[config.mk]
export PLATFORM = sky130hd
export DESIGN_NAME = result_serializer
export DESIGN_NICKNAME = d
export VERILOG_FILES = /design/src/rtl/result_serializer.sv
export SDC_FILE = /design/constraint.sdc
export NUM_CORES = 1
export LEC_CHECK = 0
export CORE_ASPECT_RATIO = 1.2
export CORE_UTILIZATION = 40
export CTS_BUF_LIST = sky130_fd_sc_hd__clkbuf_8
export CTS_CLUSTER_SIZE = 40
export DETAILED_ROUTE_END_ITERATION = 10
export HOLD_SLACK_MARGIN = 0.05
export PLACE_DENSITY = 0.68
export SYNTH_ARGS = -nofsm -noshare
export SYNTH_HDL_FRONTEND = slang
export SYNTH_SLANG_ARGS = --single-unit
[constraint.sdc]
create_clock -name clk -period 1.6 [get_ports clk]
set_input_delay 0.32 -clock clk [delete_from_list [all_inputs] [get_ports clk]]
set_output_delay 0.32 -clock clk [all_outputs]
set_load 0.02 [all_outputs]
[src/rtl/result_serializer.sv]
// Drains an N x N result matrix from a synchronous-read memory to a UART transmitter,
// row-major word order, each RES_W-bit word sent as bytes MSB first via start/busy handshake.
module result_serializer #(
    parameter int N      = 3,
    parameter int RES_W  = 16,
    parameter int ADDR_W = 4
) (
    input  logic              clk,
    input  logic              rst,
    input  logic              start,
    output logic [ADDR_W-1:0] res_addr,
    input  logic [RES_W-1:0]  res_data,
    output logic [7:0]        tx_data,
    output logic              tx_start,
    input  logic              tx_busy,
    output logic              busy,
    output logic              done
);
    localparam int BYTES  = RES_W / 8;
    localparam int WORDS  = N * N;
    localparam int BIDX_W = (BYTES > 1) ? $clog2(BYTES) : 1;
    localparam logic [BIDX_W-1:0] LAST_BYTE = BIDX_W'(BYTES - 1);
    localparam logic [ADDR_W-1:0] LAST_WORD = ADDR_W'(WORDS - 1);

    typedef enum logic [2:0] {
        S_IDLE    = 3'd0,
        S_READ    = 3'd1,
        S_LOAD    = 3'd2,
        S_SEND    = 3'd3,
        S_WAIT_HI = 3'd4,
        S_WAIT_LO = 3'd5
    } state_t;

    state_t            r_state,    w_state;
    logic [ADDR_W-1:0] r_word_idx, w_word_idx;
    logic [BIDX_W-1:0] r_byte_idx, w_byte_idx;
    logic [RES_W-1:0]  r_shreg,    w_shreg;
    logic [7:0]        r_tx_data,  w_tx_data;
    logic              r_tx_start, w_tx_start;
    logic              r_busy,     w_busy;
    logic              r_done,     w_done;

    // State and output registers; reset abandons any partial byte stream
    always_ff @(posedge clk or negedge rst) begin
        if (!rst) begin
            r_state    <= S_IDLE;
            r_word_idx <= {ADDR_W{1'b0}};
            r_byte_idx <= {BIDX_W{1'b0}};
            r_shreg    <= {RES_W{1'b0}};
            r_tx_data  <= 8'h00;
            r_tx_start <= 1'b0;
            r_busy     <= 1'b0;
            r_done     <= 1'b0;
        end else begin
            r_state    <= w_state;
            r_word_idx <= w_word_idx;
            r_byte_idx <= w_byte_idx;
            r_shreg    <= w_shreg;
            r_tx_data  <= w_tx_data;
            r_tx_start <= w_tx_start;
            r_busy     <= w_busy;
            r_done     <= w_done;
        end
    end

    // Next-state and next-output logic
    always_comb begin
        w_state    = r_state;
        w_word_idx = r_word_idx;
        w_byte_idx = r_byte_idx;
        w_shreg    = r_shreg;
        w_tx_data  = r_tx_data;
        w_tx_start = 1'b0;
        w_busy     = r_busy;
        w_done     = 1'b0;

        case (r_state)
            S_IDLE: begin
                // r_done high means this is the cycle right after finishing: a start here is dropped
                if (start && !r_done) begin
                    w_state    = S_READ;
                    w_word_idx = {ADDR_W{1'b0}};
                    w_busy     = 1'b1;
                end else begin
                    w_state    = S_IDLE;
                end
            end
            S_READ: begin
                w_state = S_LOAD;
            end
            S_LOAD: begin
                w_shreg    = res_data;
                w_byte_idx = {BIDX_W{1'b0}};
                // Launch the first byte straight from memory data when the UART is free,
                // so the pulse is visible in the cycle the send step would occupy
                if (!tx_busy) begin
                    w_tx_data  = res_data[RES_W-1 -: 8];
                    w_tx_start = 1'b1;
                    w_state    = S_WAIT_HI;
                end else begin
                    w_state    = S_SEND;
                end
            end
            S_SEND: begin
                if (!tx_busy) begin
                    w_tx_data  = r_shreg[RES_W-1 -: 8];
                    w_tx_start = 1'b1;
                    w_state    = S_WAIT_HI;
                end else begin
                    w_state    = S_SEND;
                end
            end
            S_WAIT_HI: begin
                if (tx_busy) begin
                    w_state = S_WAIT_LO;
                end else begin
                    w_state = S_WAIT_HI;
                end
            end
            S_WAIT_LO: begin
                if (!tx_busy) begin
                    if (r_byte_idx != LAST_BYTE) begin
                        w_shreg    = r_shreg << 8;
                        w_byte_idx = r_byte_idx + BIDX_W'(1);
                        w_state    = S_SEND;
                    end else if (r_word_idx != LAST_WORD) begin
                        w_word_idx = r_word_idx + ADDR_W'(1);
                        w_state    = S_READ;
                    end else begin
                        w_done     = 1'b1;
                        w_busy     = 1'b0;
                        w_state    = S_IDLE;
                    end
                end else begin
                    w_state = S_WAIT_LO;
                end
            end
            default: begin
                w_state    = S_IDLE;
                w_busy     = 1'b0;
            end
        endcase
    end

    assign res_addr = r_word_idx;
    assign tx_data  = r_tx_data;
    assign tx_start = r_tx_start;
    assign busy     = r_busy;
    assign done     = r_done;

endmodule

* Word level (Yosys, flattened, before mapping) *
Cells that the tools add are included.

operators by class
  $add $sub $neg = 2
  eq/ne operators = 14
  multiplexer cells = 32
  bitwise operators = 1
  reductions and logical operators = 13

operators with widths
  kind                 number
  $mux 16              2
  $pmux 16 s2          1
  $mux 4               4
  $mux 8               2
  $ne 2x2->1 const B   8
  $pmux 8 s2           1
  $mux 1               15
  $pmux 3 s5           1
  $reduce_and 5->1     2
  $pmux 4 s2           1
  $eq 3x2->1 const B   2
  $eq 3x3->1 const B   2
  $mux 3               2
  $reduce_and 3->1     2
  $reduce_bool 2->1    3
  $add 4x1->4 const B  1
  $ne 4x4->1 const B   1
  $reduce_or 4->1      1
  $eq 3x1->1 const B   1
  $logic_not 3->1      1
  $pmux 1 s3           1
  $mux 2               1
  $pmux 1 s2           1
  $reduce_and 2->1     1
  5 further kinds      5

storage, ports and cells
  register bits after elaboration = 35
  word-level logic and storage cells = 70

* Logic depth before layout (Yosys ltp) *
  depth after elaboration = 5
  mapped depth = 6
  gate-level depth less buffers = 6

* Least setup slack after synthesis *
No wires, ideal clock.

  path kind = reg2reg
  from = reg r_word_idx[0], in the netlist res_addr[0]
  to = reg r_word_idx[2], in the netlist res_addr[2]
  setup time = 0.064 ns
  arrival time = 1.324 ns
  data required time = 1.536 ns
  setup slack = 0.212 ns
  stages on the path, launching flop included = 7
  path buffers = 0
  cells stage by stage = dfrtp_1 -> inv_1 -> ha_1 -> nand3b_1 -> nand3b_1 -> nor3b_1 -> a21o_1

on the way
  cells in the longest elaborated chain, start to end = 5

ends and longest elaborated chain
  what                      line  text
  start: declaration        35    logic [ADDR_W-1:0] r_word_idx, w_word_idx;
  start signal: assignment  47    r_word_idx <= {ADDR_W{1'b0}};
  start signal: assignment  56    r_word_idx <= w_word_idx;
  $add 4x1->4               127   w_word_idx = r_word_idx + ADDR_W'(1);
  $mux 4                    126   end else if (r_word_idx != LAST_WORD) begin
  $mux 4                    122   if (r_byte_idx != LAST_BYTE) begin
  $mux 4                    121   if (!tx_busy) begin
  $pmux 4 s2                77    case (r_state)

Parallel ways exist; a longest one is shown, timed or not. The select of a mux whose other input is x is not followed.
A chain may end at the register's enable or synchronous reset.

* Worst setup path in the final report *
  from = reg r_done, in the netlist done
  to = out done

RTL lines
  what                      line  text
  start: declaration        41    logic r_done, w_done;
  start signal: assignment  62    r_done <= w_done;
  end: declaration          17    output logic done

No word-level cell between the ends.

==> impl_metrics.csv <==
group,metric,value,unit
place,gp_congestion,0.770,
global_routing,antenna_found_initial,0,
power_and_ir_drop,p_int,0.00238,W
final_layout,fin_cells,242,
worst_setup_path,setup.worst_path.start_class,"flop",
die,core,0.00394,mm²
worst_setup_path,cpPeakStageDelay,0.60,ns
worst_setup_path,critPathKind,"flop to output pin",
global_routing,grt_overflow,0,
global_routing,grt_use_met3,4.81,%
power_and_ir_drop,p_comb_share,42.0,%
final_layout,drive_above_1_share,12.8,%
outcome,status,"complete, no violations",
clock_tree,cts_made_buffers,5,
global_routing,grt_max_degree,36,
sta,min_period,1.56,ns
drt,via_per_inst,5.10,
place,dp_cells,235,
clock_tree,htree_levels,2,
drt,wl,3640,µm
power_and_ir_drop,p_per_area,1740,mW/mm²
flow_run,drv_cap,0,
final_layout,syn_to_final_growth,33.0,%
drt,dr.pass1.iters,4,
power_and_ir_drop,max-vdd-ir-drop,0.853,mV
logic_synthesis,netlist_area,0.00164,mm²
logic_synthesis,netlist.area_leader.share,53.4,%
worst_setup_path,reg2reg_setup_slack,0.13,ns
die,chipWidth,60.5,µm
logic_synthesis,synth_seq_area_share,53.4,%
final_layout,fillers,377,
die,die-area,0.00436,mm²
clock_tree,postCtsSetupRepairBufs,0,
drt,wl_per_cell,15.0,µm
place,dp_hpwl,2560,µm
logic_synthesis,synthTopCellsByCount,"35 x dfrtp_1, 17 x mux2i_1, 12 x nor2_1, 10 x nand2_1, 9 x a21oi_1",
sta,worst_hold_slack,0.394,ns
global_routing,grtUsageTotal,19.0,%
global_routing,grtUsageMet1,25.5,%
clock_tree,cts_root_buf,"clkbuf_8",
power_and_ir_drop,power_frac_seq,41.0,%
final_layout,num_antenna_cells,0,
clock_tree,numClockSinks,35,
sta,setup_violations,0,
min_path,hp-class,"input pin to asynchronous set/reset pin",
logic_synthesis,synth.area.top_cells,"dfrtp_1 53%, mux2i_1 10%, a22o_1 4.3%, a21oi_1 2.7%, nor2_1 2.7%",
worst_setup_path,cp.required,1.28,ns
sta,slew_violations,0,
clock_tree,cts_tree,"done",
sta,relSlewSlack,74.2,%
place,io_buffers,34,
die,initial_core_util,41.6,%
worst_setup_path,critical_path_buf_inv_count,1,
final_layout,final_core_util,55.4,%
logic_synthesis,synthCells,146,
sta,timing.final.crit_share,97.7,%
power_and_ir_drop,switching_share,37.2,%
logic_synthesis,yosysWarningCount,0,
global_routing,first_global_vias,1279,
worst_setup_path,critPathTopFamily,"buffers and inverters",
logic_synthesis,syn_nets,168,
drt,drt_first_iter_violations,45,
final_layout,nets,210,
die,die_y,72.2,µm
global_routing,top_usage_layer,"met2",
final_layout,fin_area,0.00218,mm²
sta,hold_violations,0,
sta,rsz0062_at_grt,"no",
worst_setup_path,cp_slowest_cell,"clkdlybuf4s50_1",
power_and_ir_drop,clkPwrFrac,17.1,%
die,num_io_pins,35,
power_and_ir_drop,p_switching,0.00141,W
sta,max_freq,640,MHz
worst_setup_path,worstSetupEndpointType,"output pin",
clock_tree,clock_latency,0.29,ns
logic_synthesis,synth-main-ff-cell,"dfrtp_1",
logic_synthesis,synth_edf_count,0,
logic_synthesis,async_flop_share,100,%
worst_setup_path,cp_max_fo,2,
worst_setup_path,worstPathArrival,1.24,ns
place,post_dp_cell_area,0.00209,mm²
drt,ant_nets,0,
logic_synthesis,synth_top_cell_by_area,"dfrtp_1",
logic_synthesis,synth.ff_latch_count,35,
power_and_ir_drop,p_leak,1.10,nW
clock_tree,clkTransAtPathRegs,0.07,ns
global_routing,grt_pass1_wl,6050,µm
logic_synthesis,synth_most_common_cell,"dfrtp_1",
sta,setup_tns,0,ns
worst_setup_path,worstPathCellList,"clkdlybuf4s50_1",
drt,via_count,1234,
sta,finClkSkew,0.00747,ns
clock_tree,cts_buffer_depth,2,
die,num_rows,25,
drt,post-route-drc-count,0,
sta,worst_slew_pin_slew,0.387,ns
logic_synthesis,ys_types,32,
global_routing,met2_usage,29.2,%
logic_synthesis,syn_area_per_cell,11.2,µm²
==> logic make-up after synthesis <==
logic type | count (synthesis) | synth area share, %
adder cells (fa/ha/maj) | 2 | 1.53
buffers and inverters | 13 | 4.73
flip-flops | 35 | 53.4
AND/OR/NAND/NOR | 41 | 14.6
multiplexers | 17 | 10.4
AO/OA/AOI/OAI | 38 | 15.3
==> cell type report <==
type	count	area, µm²	share of cell area [%]
timing repair buffer	44	449	20.6
multi-input combinational	98	687	31.5
inverter	4	15.0	0.688
clock buffer	6	82.6	3.78
tap	54	67.6	3.10
clock inverter	1	5.00	0.229
sequential	35	876	40.1
==> registers in the layout, indices dropped and copies added, names as in the netlist <==
| name | count |
|---|---|
| busy | 1 |
| res_addr | 4 |
| tx_start | 1 |
| r_state | 3 |
| done | 1 |
| tx_data | 8 |
| r_shreg | 16 |
| r_byte_idx | 1 |
==> metrics by stage <==
step	power (W)	setup slack (ns)
global route	0.00401	0.00973
detailed placement	0.00319	-0.0752
global placement	0.00311	-0.0189
CTS	0.00383	0.0157
finish	0.00379	0.0367
floorplan	0.00257	0.212
==> layer usage <==
layer | part of all wire (%) | up-vias
li1 | - | 597
met1 | 45 | 605
met2 | 50 | 25
met3 | 3.5 | 7
met4 | 1.6 | 0
met5 | 0 | -
==> power groups by stage <==
stage / Clock [W] / Combinational [W] / Sequential [W]
4_1_cts: 0.000663 / 0.00161 / 0.00155
6_report: 0.000647 / 0.00159 / 0.00155
2_1_floorplan: 0 / 0.000986 / 0.00159
5_1_grt: 0.000703 / 0.00172 / 0.00159
3_3_place_gp: 0 / 0.00157 / 0.00154
3_5_place_dp: 0 / 0.00162 / 0.00156
==> final timing paths <==
check | startpoint | cells after the start | to
max in group asynchronous | rst | 2 | tx_data[6]
worst min register to register | r_shreg[8] | 2 | r_shreg[8]
worst max register to register | res_addr[0] | 6 | res_addr[2]
min in group clk | r_shreg[8] | 2 | r_shreg[8]
worst max-delay path | done | 1 | done
worst min-delay path | rst | 2 | r_shreg[15]
==> layout by cell type (no fill, tap or decap), types with 2 or more instances in the layout <==
master / count
dfrtp_1: 35
clkdlybuf4s50_1: 23
mux2i_1: 17
nor2_1: 12
nand2_1: 10
a21oi_1: 9
a22o_1: 8
buf_4: 8
o21ai_1: 6
clkbuf_8: 6
dlymetal6s2s_1: 6
nand3_1: 5
dlygate4sd2_1: 5
inv_1: 4
o21ai_0: 4
nand3b_1: 3
nand2b_1: 2
a21o_1: 2
o22ai_1: 2
nor3b_1: 2
o21ai_2: 2
ha_1: 2
buf_12: 2
==> timing repair <==
action                                  in CTS  in global routing
resized for setup                            5                  6
hold buffers                                 0                  0
hold endpoints to repair                     0                  0
gates cloned                                 0                  0
endpoints found under the setup margin       5                  6
(Power assumes the default switching activity.)
==> RTL change (config.mk and constraints unchanged) <==
Change the parameter `RES_W` from 16 to 32.
--- a/src/rtl/result_serializer.sv
+++ b/src/rtl/result_serializer.sv
@@ -4,3 +4,3 @@
     parameter int N      = 3,
-    parameter int RES_W  = 16,
+    parameter int RES_W  = 32,
     parameter int ADDR_W = 4
Ports: changed (resized res_data); port bits go from 35 to 51. The function was not compared with the original's and may differ.
==> RTL change against the unedited design <==
The run now ends with setup timing left; synthesized area up 58%; utilization is 1.1 points higher; power up 59%; worst setup slack lost 61 ps; sequential cell count is 17 higher; first-iteration DRC count up 150%; clock power rose by 18%; global-route usage down 3.3 points; cell area grew 59%; die area grew 56%; wire length is 35% higher; critical endpoint is now r_shreg[13]; highest routed layer unchanged.
==> RTL change: results (changes against the unedited design) <==
| Metric | Value |
|---|---|
| Failing checks | `setup timing` |
| Setup TNS | `-200 ps (was 0 ps)` |
| Adder-cell share of the synthesized area | `0.0145 (was 0.0153)` |
| GRT met3 Usage | `0.0381 (was 0.0481)` |
| FILL cells | `561 (was 377)` |
| Static Leak | `1.62 nW (was 1.10 nW)` |
| Reg-to-reg slack, setup | `-20 ps (was 130 ps)` |
| Worst slew pin tran | `330 ps (was 387 ps)` |
| Outcome | `complete, but fails checks (was finished, final reports clean)` |
| Synth area leaders | `dfrtp_1 50%, mux2_2 14%, mux2_4 9.3% (was dfrtp_1 53%, mux2i_1 10%, a22o_1 4.3%)` |
| Comb_multi_in | `130 (was 98)` |
| Crit path from | `r_state[1] (was done)` |
| Final setup vio count | `20 (was 0)` |
| Worst setup margin | `-24.5 ps (was 36.7 ps)` |
| Register area | `0.00130 sq mm (was 876 sq um)` |
| Compound-cell area share of the yosys netlist | `0.101 (was 0.153)` |
| Maximum vdd ir drop | `0.000830 V (was 0.000853 V)` |
| Final #Nets | `309 (was 210)` |
| Crit path max fanout | `10 (was 2)` |
| Data buffer area share | `0.210 (was 0.206)` |
| Fin Hold WS | `503 ps (was 394 ps)` |
| Avg Vias per Cell | `5.10 (about the same)` |
| Number of DRC markers in iteration 0 | `111 (was 45)` |
| Critical Path AT | `1830 ps (was 1240 ps)` |
| Final Wtd Congestion | `0.749 (was 0.770)` |
| First-pass GRT wire length | `8270 um (was 6050 um)` |
| Share of cells above drive strength 1 | `0.306 (was 0.128)` |
-- RTL change: timing repair --
action | CTS | global route
hold buffers | 1 | 0
pin swaps | 0 | 0
setup buffers | 2 | 0
endpoints found under the hold margin | 52 | 0
setup endpoints to repair | 34 | 29
gates resized for setup | 11 | 10
-- RTL change: power by group through the flow --
stage	clock (mW)	sequential (mW)	combinational, mW
2_1_floorplan	0	2.44	1.80
3_3_place_gp	0	2.31	2.90
3_5_place_dp	0	2.33	2.98
4_1_cts	0.796	2.30	2.94
5_1_grt	0.845	2.38	3.19
6_report	0.762	2.30	2.95
-- RTL change: through the flow --
stage,setup WS (ps),instances,cell area [sq um]
after floorplan,-19.4,203,2590
after global placement,-136,342,3320
after detailed placement,-157,342,3320
after CTS,-25.0,353,3430
after global routing,-63.1,353,3460
final,-24.5,353,3460
-- RTL change: worst max-delay path: stages (launching register included) --
cell and delay, ps:
dfrtp_1 400, and3b_4 370, buf_12 150, mux2_2 340, mux2_2 250
